**src/rtl/source_wakeup_cam.sv**
```systemverilog
// Source-operand wakeup CAM for an issue queue: tracks per-source readiness,
// latency countdowns and load-speculation, and reports per-entry readiness.
module source_wakeup_cam #(
    parameter int unsigned ENTRY_NUM         = 16,
    parameter int unsigned SRC_OP_NUM        = 2,
    parameter int unsigned REG_NUM_BIT_WIDTH = 7,
    parameter int unsigned DISPATCH_WIDTH    = 2,
    parameter int unsigned WAKEUP_WIDTH      = 4,
    parameter int unsigned LAT_WIDTH         = 3,
    parameter logic [WAKEUP_WIDTH-1:0] STALL_GATED_MASK = 4'b0011
) (
    input  logic                                                         clk,
    input  logic                                                         rst,
    input  logic                                                         stall,
    input  logic [DISPATCH_WIDTH-1:0]                                    dispatch,
    input  logic [DISPATCH_WIDTH-1:0][$clog2(ENTRY_NUM)-1:0]             dispatchPtr,
    input  logic [DISPATCH_WIDTH-1:0][SRC_OP_NUM-1:0][REG_NUM_BIT_WIDTH-1:0] dispatchedSrcRegNum,
    input  logic [DISPATCH_WIDTH-1:0][SRC_OP_NUM-1:0]                    dispatchedSrcReady,
    input  logic [WAKEUP_WIDTH-1:0]                                      wakeup,
    input  logic [WAKEUP_WIDTH-1:0]                                      wakeupDstValid,
    input  logic [WAKEUP_WIDTH-1:0][REG_NUM_BIT_WIDTH-1:0]               wakeupDstRegNum,
    input  logic [WAKEUP_WIDTH-1:0][LAT_WIDTH-1:0]                       wakeupLatency,
    input  logic [WAKEUP_WIDTH-1:0]                                      wakeupSpec,
    input  logic                                                         specConfirm,
    input  logic                                                         specCancel,
    input  logic [ENTRY_NUM-1:0]                                         flush,
    output logic [ENTRY_NUM-1:0]                                         opReady,
    output logic [ENTRY_NUM-1:0]                                         opSpecReady
);

    typedef enum logic [1:0] {
        SRC_WAIT,
        SRC_COUNT,
        SRC_READY
    } src_state_e;

    logic [ENTRY_NUM-1:0]         valid_q, valid_d;
    logic [REG_NUM_BIT_WIDTH-1:0] tag_q   [ENTRY_NUM][SRC_OP_NUM];
    logic [REG_NUM_BIT_WIDTH-1:0] tag_d   [ENTRY_NUM][SRC_OP_NUM];
    src_state_e                   state_q [ENTRY_NUM][SRC_OP_NUM];
    src_state_e                   state_d [ENTRY_NUM][SRC_OP_NUM];
    logic [LAT_WIDTH-1:0]         cnt_q   [ENTRY_NUM][SRC_OP_NUM];
    logic [LAT_WIDTH-1:0]         cnt_d   [ENTRY_NUM][SRC_OP_NUM];
    logic                         spec_q  [ENTRY_NUM][SRC_OP_NUM];
    logic                         spec_d  [ENTRY_NUM][SRC_OP_NUM];

    logic [WAKEUP_WIDTH-1:0] lane_apply;
    logic                    spec_clear;

    // Spec broadcasts are dropped in the cycle a cancel is seen.
    assign lane_apply = wakeup & wakeupDstValid
                      & ~({WAKEUP_WIDTH{stall}} & STALL_GATED_MASK)
                      & ~({WAKEUP_WIDTH{specCancel}} & wakeupSpec);
    assign spec_clear = specConfirm & ~specCancel;

    always_comb begin
        logic                 all_ready;
        logic                 any_spec;
        logic                 cancelled;
        logic                 held_ready;
        logic                 have_cand;
        logic                 cand_spec;
        logic                 now_ready;
        logic [LAT_WIDTH-1:0] cand_lat;

        valid_d     = valid_q;
        tag_d       = tag_q;
        state_d     = state_q;
        cnt_d       = cnt_q;
        spec_d      = spec_q;
        opReady     = '0;
        opSpecReady = '0;
        all_ready   = 1'b0;
        any_spec    = 1'b0;
        cancelled   = 1'b0;
        held_ready  = 1'b0;
        have_cand   = 1'b0;
        cand_spec   = 1'b0;
        now_ready   = 1'b0;
        cand_lat    = '0;

        for (int unsigned i = 0; i < ENTRY_NUM; i++) begin
            all_ready = valid_q[i];
            any_spec  = 1'b0;
            for (int unsigned j = 0; j < SRC_OP_NUM; j++) begin
                // A cancelled spec source behaves as WAIT for this cycle.
                cancelled  = specCancel & spec_q[i][j] & (state_q[i][j] != SRC_WAIT);
                held_ready = (state_q[i][j] == SRC_READY) & ~cancelled;
                have_cand  = (state_q[i][j] == SRC_COUNT) & ~cancelled;
                cand_lat   = cnt_q[i][j];
                cand_spec  = spec_q[i][j] & have_cand;

                if (valid_q[i] && !held_ready) begin
                    for (int unsigned k = 0; k < WAKEUP_WIDTH; k++) begin
                        if (lane_apply[k] && (wakeupDstRegNum[k] == tag_q[i][j])) begin
                            if (!have_cand || (wakeupLatency[k] < cand_lat)) begin
                                have_cand = 1'b1;
                                cand_lat  = wakeupLatency[k];
                                cand_spec = wakeupSpec[k];
                            end else if (wakeupLatency[k] == cand_lat) begin
                                cand_spec = cand_spec | wakeupSpec[k];
                            end
                        end
                    end
                end

                now_ready = have_cand & (cand_lat == '0);
                all_ready = all_ready & (held_ready | now_ready);
                any_spec  = any_spec | (held_ready & spec_q[i][j]) | (now_ready & cand_spec);

                if (have_cand) begin
                    state_d[i][j] = now_ready ? SRC_READY : SRC_COUNT;
                    cnt_d[i][j]   = now_ready ? '0 : cand_lat - 1'b1;
                    spec_d[i][j]  = cand_spec;
                end else if (cancelled) begin
                    state_d[i][j] = SRC_WAIT;
                    cnt_d[i][j]   = '0;
                    spec_d[i][j]  = 1'b0;
                end
                if (spec_clear) begin
                    spec_d[i][j] = 1'b0;
                end
            end
            opReady[i]     = all_ready;
            opSpecReady[i] = all_ready & any_spec;
            if (flush[i]) begin
                valid_d[i] = 1'b0;
            end
        end

        // Ascending lane order lets the higher lane win a shared pointer.
        for (int unsigned d = 0; d < DISPATCH_WIDTH; d++) begin
            if (dispatch[d]) begin
                valid_d[dispatchPtr[d]] = 1'b1;
                for (int unsigned j = 0; j < SRC_OP_NUM; j++) begin
                    tag_d[dispatchPtr[d]][j]   = dispatchedSrcRegNum[d][j];
                    state_d[dispatchPtr[d]][j] = dispatchedSrcReady[d][j] ? SRC_READY : SRC_WAIT;
                    cnt_d[dispatchPtr[d]][j]   = '0;
                    spec_d[dispatchPtr[d]][j]  = 1'b0;
                end
            end
        end
    end

    always_ff @(posedge clk) begin
        if (rst) begin
            valid_q <= '0;
            for (int unsigned i = 0; i < ENTRY_NUM; i++) begin
                for (int unsigned j = 0; j < SRC_OP_NUM; j++) begin
                    tag_q[i][j]   <= '0;
                    state_q[i][j] <= SRC_WAIT;
                    cnt_q[i][j]   <= '0;
                    spec_q[i][j]  <= 1'b0;
                end
            end
        end else begin
            valid_q <= valid_d;
            tag_q   <= tag_d;
            state_q <= state_d;
            cnt_q   <= cnt_d;
            spec_q  <= spec_d;
        end
    end

endmodule

```
**config.mk**
```make
export PLATFORM = sky130hd
export DESIGN_NAME = source_wakeup_cam
export DESIGN_NICKNAME = d
export VERILOG_FILES = /design/src/rtl/source_wakeup_cam.sv
export SDC_FILE = /design/constraint.sdc
export NUM_CORES = 2
export LEC_CHECK = 0
export ABC_AREA = 1
export CAP_MARGIN = 20
export CORE_AREA = 2 2 317 319
export CTS_BUF_LIST = sky130_fd_sc_hd__clkbuf_8 sky130_fd_sc_hd__clkbuf_16
export CTS_CLUSTER_SIZE = 12
export DETAILED_ROUTE_END_ITERATION = 7
export DIE_AREA = 0 0 319 321
export PLACE_DENSITY = 0.77
export SLEW_MARGIN = 30
export SYNTH_ARGS = -nofsm -noshare
export SYNTH_HDL_FRONTEND = slang
export SYNTH_SLANG_ARGS = --single-unit
```
**constraint.sdc**
```tcl
create_clock -name clk -period 29 [get_ports clk]
set_input_delay 8.7 -clock clk [delete_from_list [all_inputs] [get_ports clk]]
set_output_delay 8.7 -clock clk [all_outputs]
set_load 0.01 [all_outputs]
```
==> results <==
- The flow ran to the end, but the final reports show violations.
- The final reports fail on design-rule violations.
- The final critical-path share of the clock period is 0.880.
- The startpoint type of the worst setup path is a primary input.
- In this run the register-to-register setup slack is 22.56 ns.
- The I/O pin count is 147.
- The setup skew after layout is around 0.038 ns.
- The clock-pin slew on the worst setup and hold paths is 0.05 ns.
- The HPWL after detailed placement is 169 mm.
- The power per standard cell area is 35.1 nW/um2.
- Setup violations remaining at the end of the flow were counted as 0.
- The share of layout cells above drive strength 1 is 0.0709.
- The post-route cell area is 62,100 um2.
- Synthesis instantiated 72 different standard cells from the library.
- The dominant cell type by count on the critical path is sky130_fd_sc_hd__nand2_1.
- The share of synthesized flip-flops with an asynchronous set or reset is 0.
- The core region area is 99,300 um2.
- Yosys mapped a number of flops with a built-in enable equal to 0.
- The sum of negative setup slack is 0 ns.
- The worst hold path terminates at cnt_q[11].
- The maximum fanout encountered on the critical timing path is 54.
- The top cell types in the final layout, fill and taps aside, are sky130_fd_sc_hd__nand2_1 (2,559), sky130_fd_sc_hd__inv_1 (1,331), sky130_fd_sc_hd__nor2_1 (777), sky130_fd_sc_hd__o21ai_0 (663), sky130_fd_sc_hd__nand3_1 (610).
- The final-report max-slew violation count came to 0.
- The worst register-to-register path has a depth of 36.
- The total vias in the final route is slightly below 70,000.
- The number of nets with antenna violations after detailed routing is 0.
- The global routing usage summed across all routing layers is 0.468.
- The initial antenna violation count came to 15.
- The first TritonRoute pass finished after 8 iterations.
- The number of synthesized register bits is 432.
- Data arrives at the worst endpoint at 16.81 ns.
- The number of global-route vias before repair came to 61,000.
- In the final layout, flip-flops and latches occupy 8650 um2.
- The count of hold buffers inserted by post-cts repair is 0.
- The fmax is between 30 and 40 MHz.
- At the end of the flow, the number of nets in the layout was approximately 10,000.
- The number of I/O port buffers is 146.
- After filler insertion, the fill cell instance count of the layout stands at approximately 9,500.
- The startpoint of the tightest hold check path is cnt_q[11].
- The post-synthesis sequential area ratio is 0.147.
- The number of nets handed over by synthesis was 10,400.
- The remaining max-slew budget at the tightest pin is 0.215.
- The die area is around 100,000 um2.
- Entering global routing, the biggest net connects 55 pins.
- The library cell used most frequently in the layout, excluding fill and tap cells, is sky130_fd_sc_hd__nand2_1.
- In this run the critical register-to-register path is launched from tag_q[98].
- The biggest cell delay along the critical path is 0.70 ns.
- The later pin in the worst-skew pair is clocked with a latency of between 0.7 and 0.8 ns.
- The final hold violation count is 0.
- The layout overhead on the synthesized area is 5.46%.
- During synthesis, Yosys emitted a total of 0 warnings.
- After synthesis the cells add up to about 59,000 um2.
- Counting every instance in the synthesized netlist gives 9,905.
- At the worst endpoint, the required time is approximately 20 ns.
- The final period demand of the worst path is approximately 26 ns.
- In the routed design, unresolved DRC markers number 39.
- The tightest min-delay check is of the register to register type.
- The post-CTS repair timing setup buffer count is 0.
- The remaining global-route overflow is 0.
- The starting utilization of the core area is 0.593.
- Routability-driven placement finished with a final weighted congestion of slightly above 1.
- TritonCTS built the clock tree.
- The transition time at the pin with the least slew margin is 1.18 ns.
- Counting the buffers created by CTS gives 56.
- The placed instance area is 60,100 um2.
- The maximum buffer depth of the clock tree is 3.
- The leakage power is 30.0 nW.
- The first global-routing pass estimated approximately 370 mm of wire.
- The initial detailed-routing violation count is 9,862.
- Counting instances, the worst hold path has a depth of 2.
- The via-per-instance ratio is 6.24.
- Setup repair after global routing left no endpoint under its margin.
- The most used flip-flop cell after synthesis is sky130_fd_sc_hd__dfxtp_1.
- The post-cts resize count is 0.
- The height of the die is 321 um.
- Each instance of the synthesized netlist takes up on average roughly 6 um2.
- The maximum VDD drop is 73.2 uV.
- The clock drives 432 sinks.
- The routed length per instance is 22.7 um.
- After floorplanning, the core was divided into about 120 placement rows.
- The worst setup path is captured at an output pin.
- The worst setup path is of the primary input to output pin kind.
- The cell with the biggest individual delay on the critical path is sky130_fd_sc_hd__buf_4.
- The buffer cell driving the clock tree root is sky130_fd_sc_hd__clkbuf_16.
- The endpoint of the worst register-to-register path is state_q[29].
- The total area of multi-input combinational cells is 42,200 um2.
- After detailed routing, the total wire length is between 200 and 300 mm.
- The number of max-cap violations is 0.
- The die is 319 um wide.
- The maximum level of the CTS H-tree is 2.
flip-flops by register name, summed over array words and instances, names as in the netlist:
signal	count
cnt_q	96
spec_q	32
state_q	64
tag_q	224
valid_q	16
power by group:
part | switching, W | leakage, nW | internal, W
Combinational | 0.000509 | 25.5 | 0.000225
Sequential | 0.0000397 | 3.50 | 0.000624
Clock | 0.000337 | 0.967 | 0.000448
kinds of logic (layout without fill, tap and decap cells):
group                    after synthesis  after routing  share of synthesized area
AND/OR/NAND/NOR                     4660           4660                      0.346
buffers and inverters               1939           1790                      0.138
AO/OA/AOI/OAI                       1724           1724                      0.171
XOR/XNOR                             700            700                      0.105
flip-flops                           432            432                      0.147
adder cells (fa/ha/maj)              416            416                     0.0883
multiplexers                          34             34                    0.00612
other                                  0             19                          0
worst max path at each step:
stage	start	end	slack (ns)
finish	wakeupSpec[0]	opSpecReady[15]	3.49
global route	wakeupSpec[0]	opSpecReady[0]	3.03
CTS	wakeupSpec[0]	opSpecReady[15]	3.76
detailed placement	wakeupSpec[0]	opSpecReady[15]	3.75
global placement	wakeupSpec[0]	opSpecReady[15]	3.97
floorplan	wakeupLatency[0]	opSpecReady[2]	5.26
cell usage after synthesis (18+ instances only):
library cell / number / area share
sky130_fd_sc_hd__a21oi_1: 518 / 0.044
sky130_fd_sc_hd__a31oi_1: 112 / 0.012
sky130_fd_sc_hd__inv_1: 1338 / 0.085
sky130_fd_sc_hd__nor4_1: 93 / 0.0099
sky130_fd_sc_hd__o21a_1: 56 / 0.0071
sky130_fd_sc_hd__nor2_1: 786 / 0.050
sky130_fd_sc_hd__mux2i_1: 31 / 0.0053
sky130_fd_sc_hd__xnor2_1: 388 / 0.058
sky130_fd_sc_hd__buf_6: 70 / 0.013
sky130_fd_sc_hd__buf_1: 36 / 0.0023
sky130_fd_sc_hd__o21ai_0: 663 / 0.056
sky130_fd_sc_hd__nor3_1: 170 / 0.014
sky130_fd_sc_hd__buf_2: 67 / 0.0057
sky130_fd_sc_hd__inv_2: 53 / 0.0034
sky130_fd_sc_hd__xor2_1: 308 / 0.046
sky130_fd_sc_hd__o211ai_1: 145 / 0.018
sky130_fd_sc_hd__or2_2: 63 / 0.0067
sky130_fd_sc_hd__nand3_1: 610 / 0.052
sky130_fd_sc_hd__nand2_2: 66 / 0.0070
sky130_fd_sc_hd__a31o_2: 26 / 0.0039
sky130_fd_sc_hd__nand4_1: 131 / 0.014
sky130_fd_sc_hd__ha_1: 416 / 0.088
sky130_fd_sc_hd__nor2_2: 20 / 0.0021
sky130_fd_sc_hd__nand3_2: 18 / 0.0031
sky130_fd_sc_hd__o21ai_2: 31 / 0.0046
sky130_fd_sc_hd__a211oi_1: 20 / 0.0025
sky130_fd_sc_hd__clkbuf_1: 321 / 0.020
sky130_fd_sc_hd__buf_4: 32 / 0.0041
sky130_fd_sc_hd__o21ai_1: 33 / 0.0028
sky130_fd_sc_hd__dfxtp_1: 432 / 0.15
sky130_fd_sc_hd__nand3b_1: 29 / 0.0037
sky130_fd_sc_hd__o32ai_1: 22 / 0.0033
sky130_fd_sc_hd__nand2_1: 2559 / 0.16
through the flow:
step                power (W)  hold WS (ns)   util  cells  setup slack, ns
global placement      0.00135         0.470  0.605  11000             3.97
global route          0.00225         0.514  0.625  11100             3.03
CTS                   0.00214         0.499  0.625  11100             3.76
floorplan             0.00116         0.457      -   9905             5.26
detailed placement    0.00137         0.482  0.605  11000             3.75
finish                0.00218         0.501  0.626  11100             3.49
routing by layer:
layer	GRT usage	routed length [um]
met3	0.154	40500
met1	0.582	91300
met5	0.000473	75
met4	0.351	22600
met2	0.669	97000
worst max-delay path: cells and delay by family:
kind / cells / cell delay [ns]
buffers and inverters: 8 / 2.50
AOI/OAI and AO/OA: 9 / 1.73
adders and majority gates: 5 / 1.28
and+or+nand+nor: 17 / 2.21
muxes: 1 / 0.29
layout make-up:
| cell class | count | share of cell area |
|---|---|---|
| diodes | 19 | 0.000765 |
| clock buffers | 73 | 0.0263 |
| clock inverters | 30 | 0.00548 |
| inverters | 1402 | 0.0848 |
| multi-input cells | 7534 | 0.680 |
| flip-flops and latches | 432 | 0.139 |
| well taps | 1298 | 0.0261 |
| repair buffers | 285 | 0.0373 |
(Power assumes the default switching activity.)
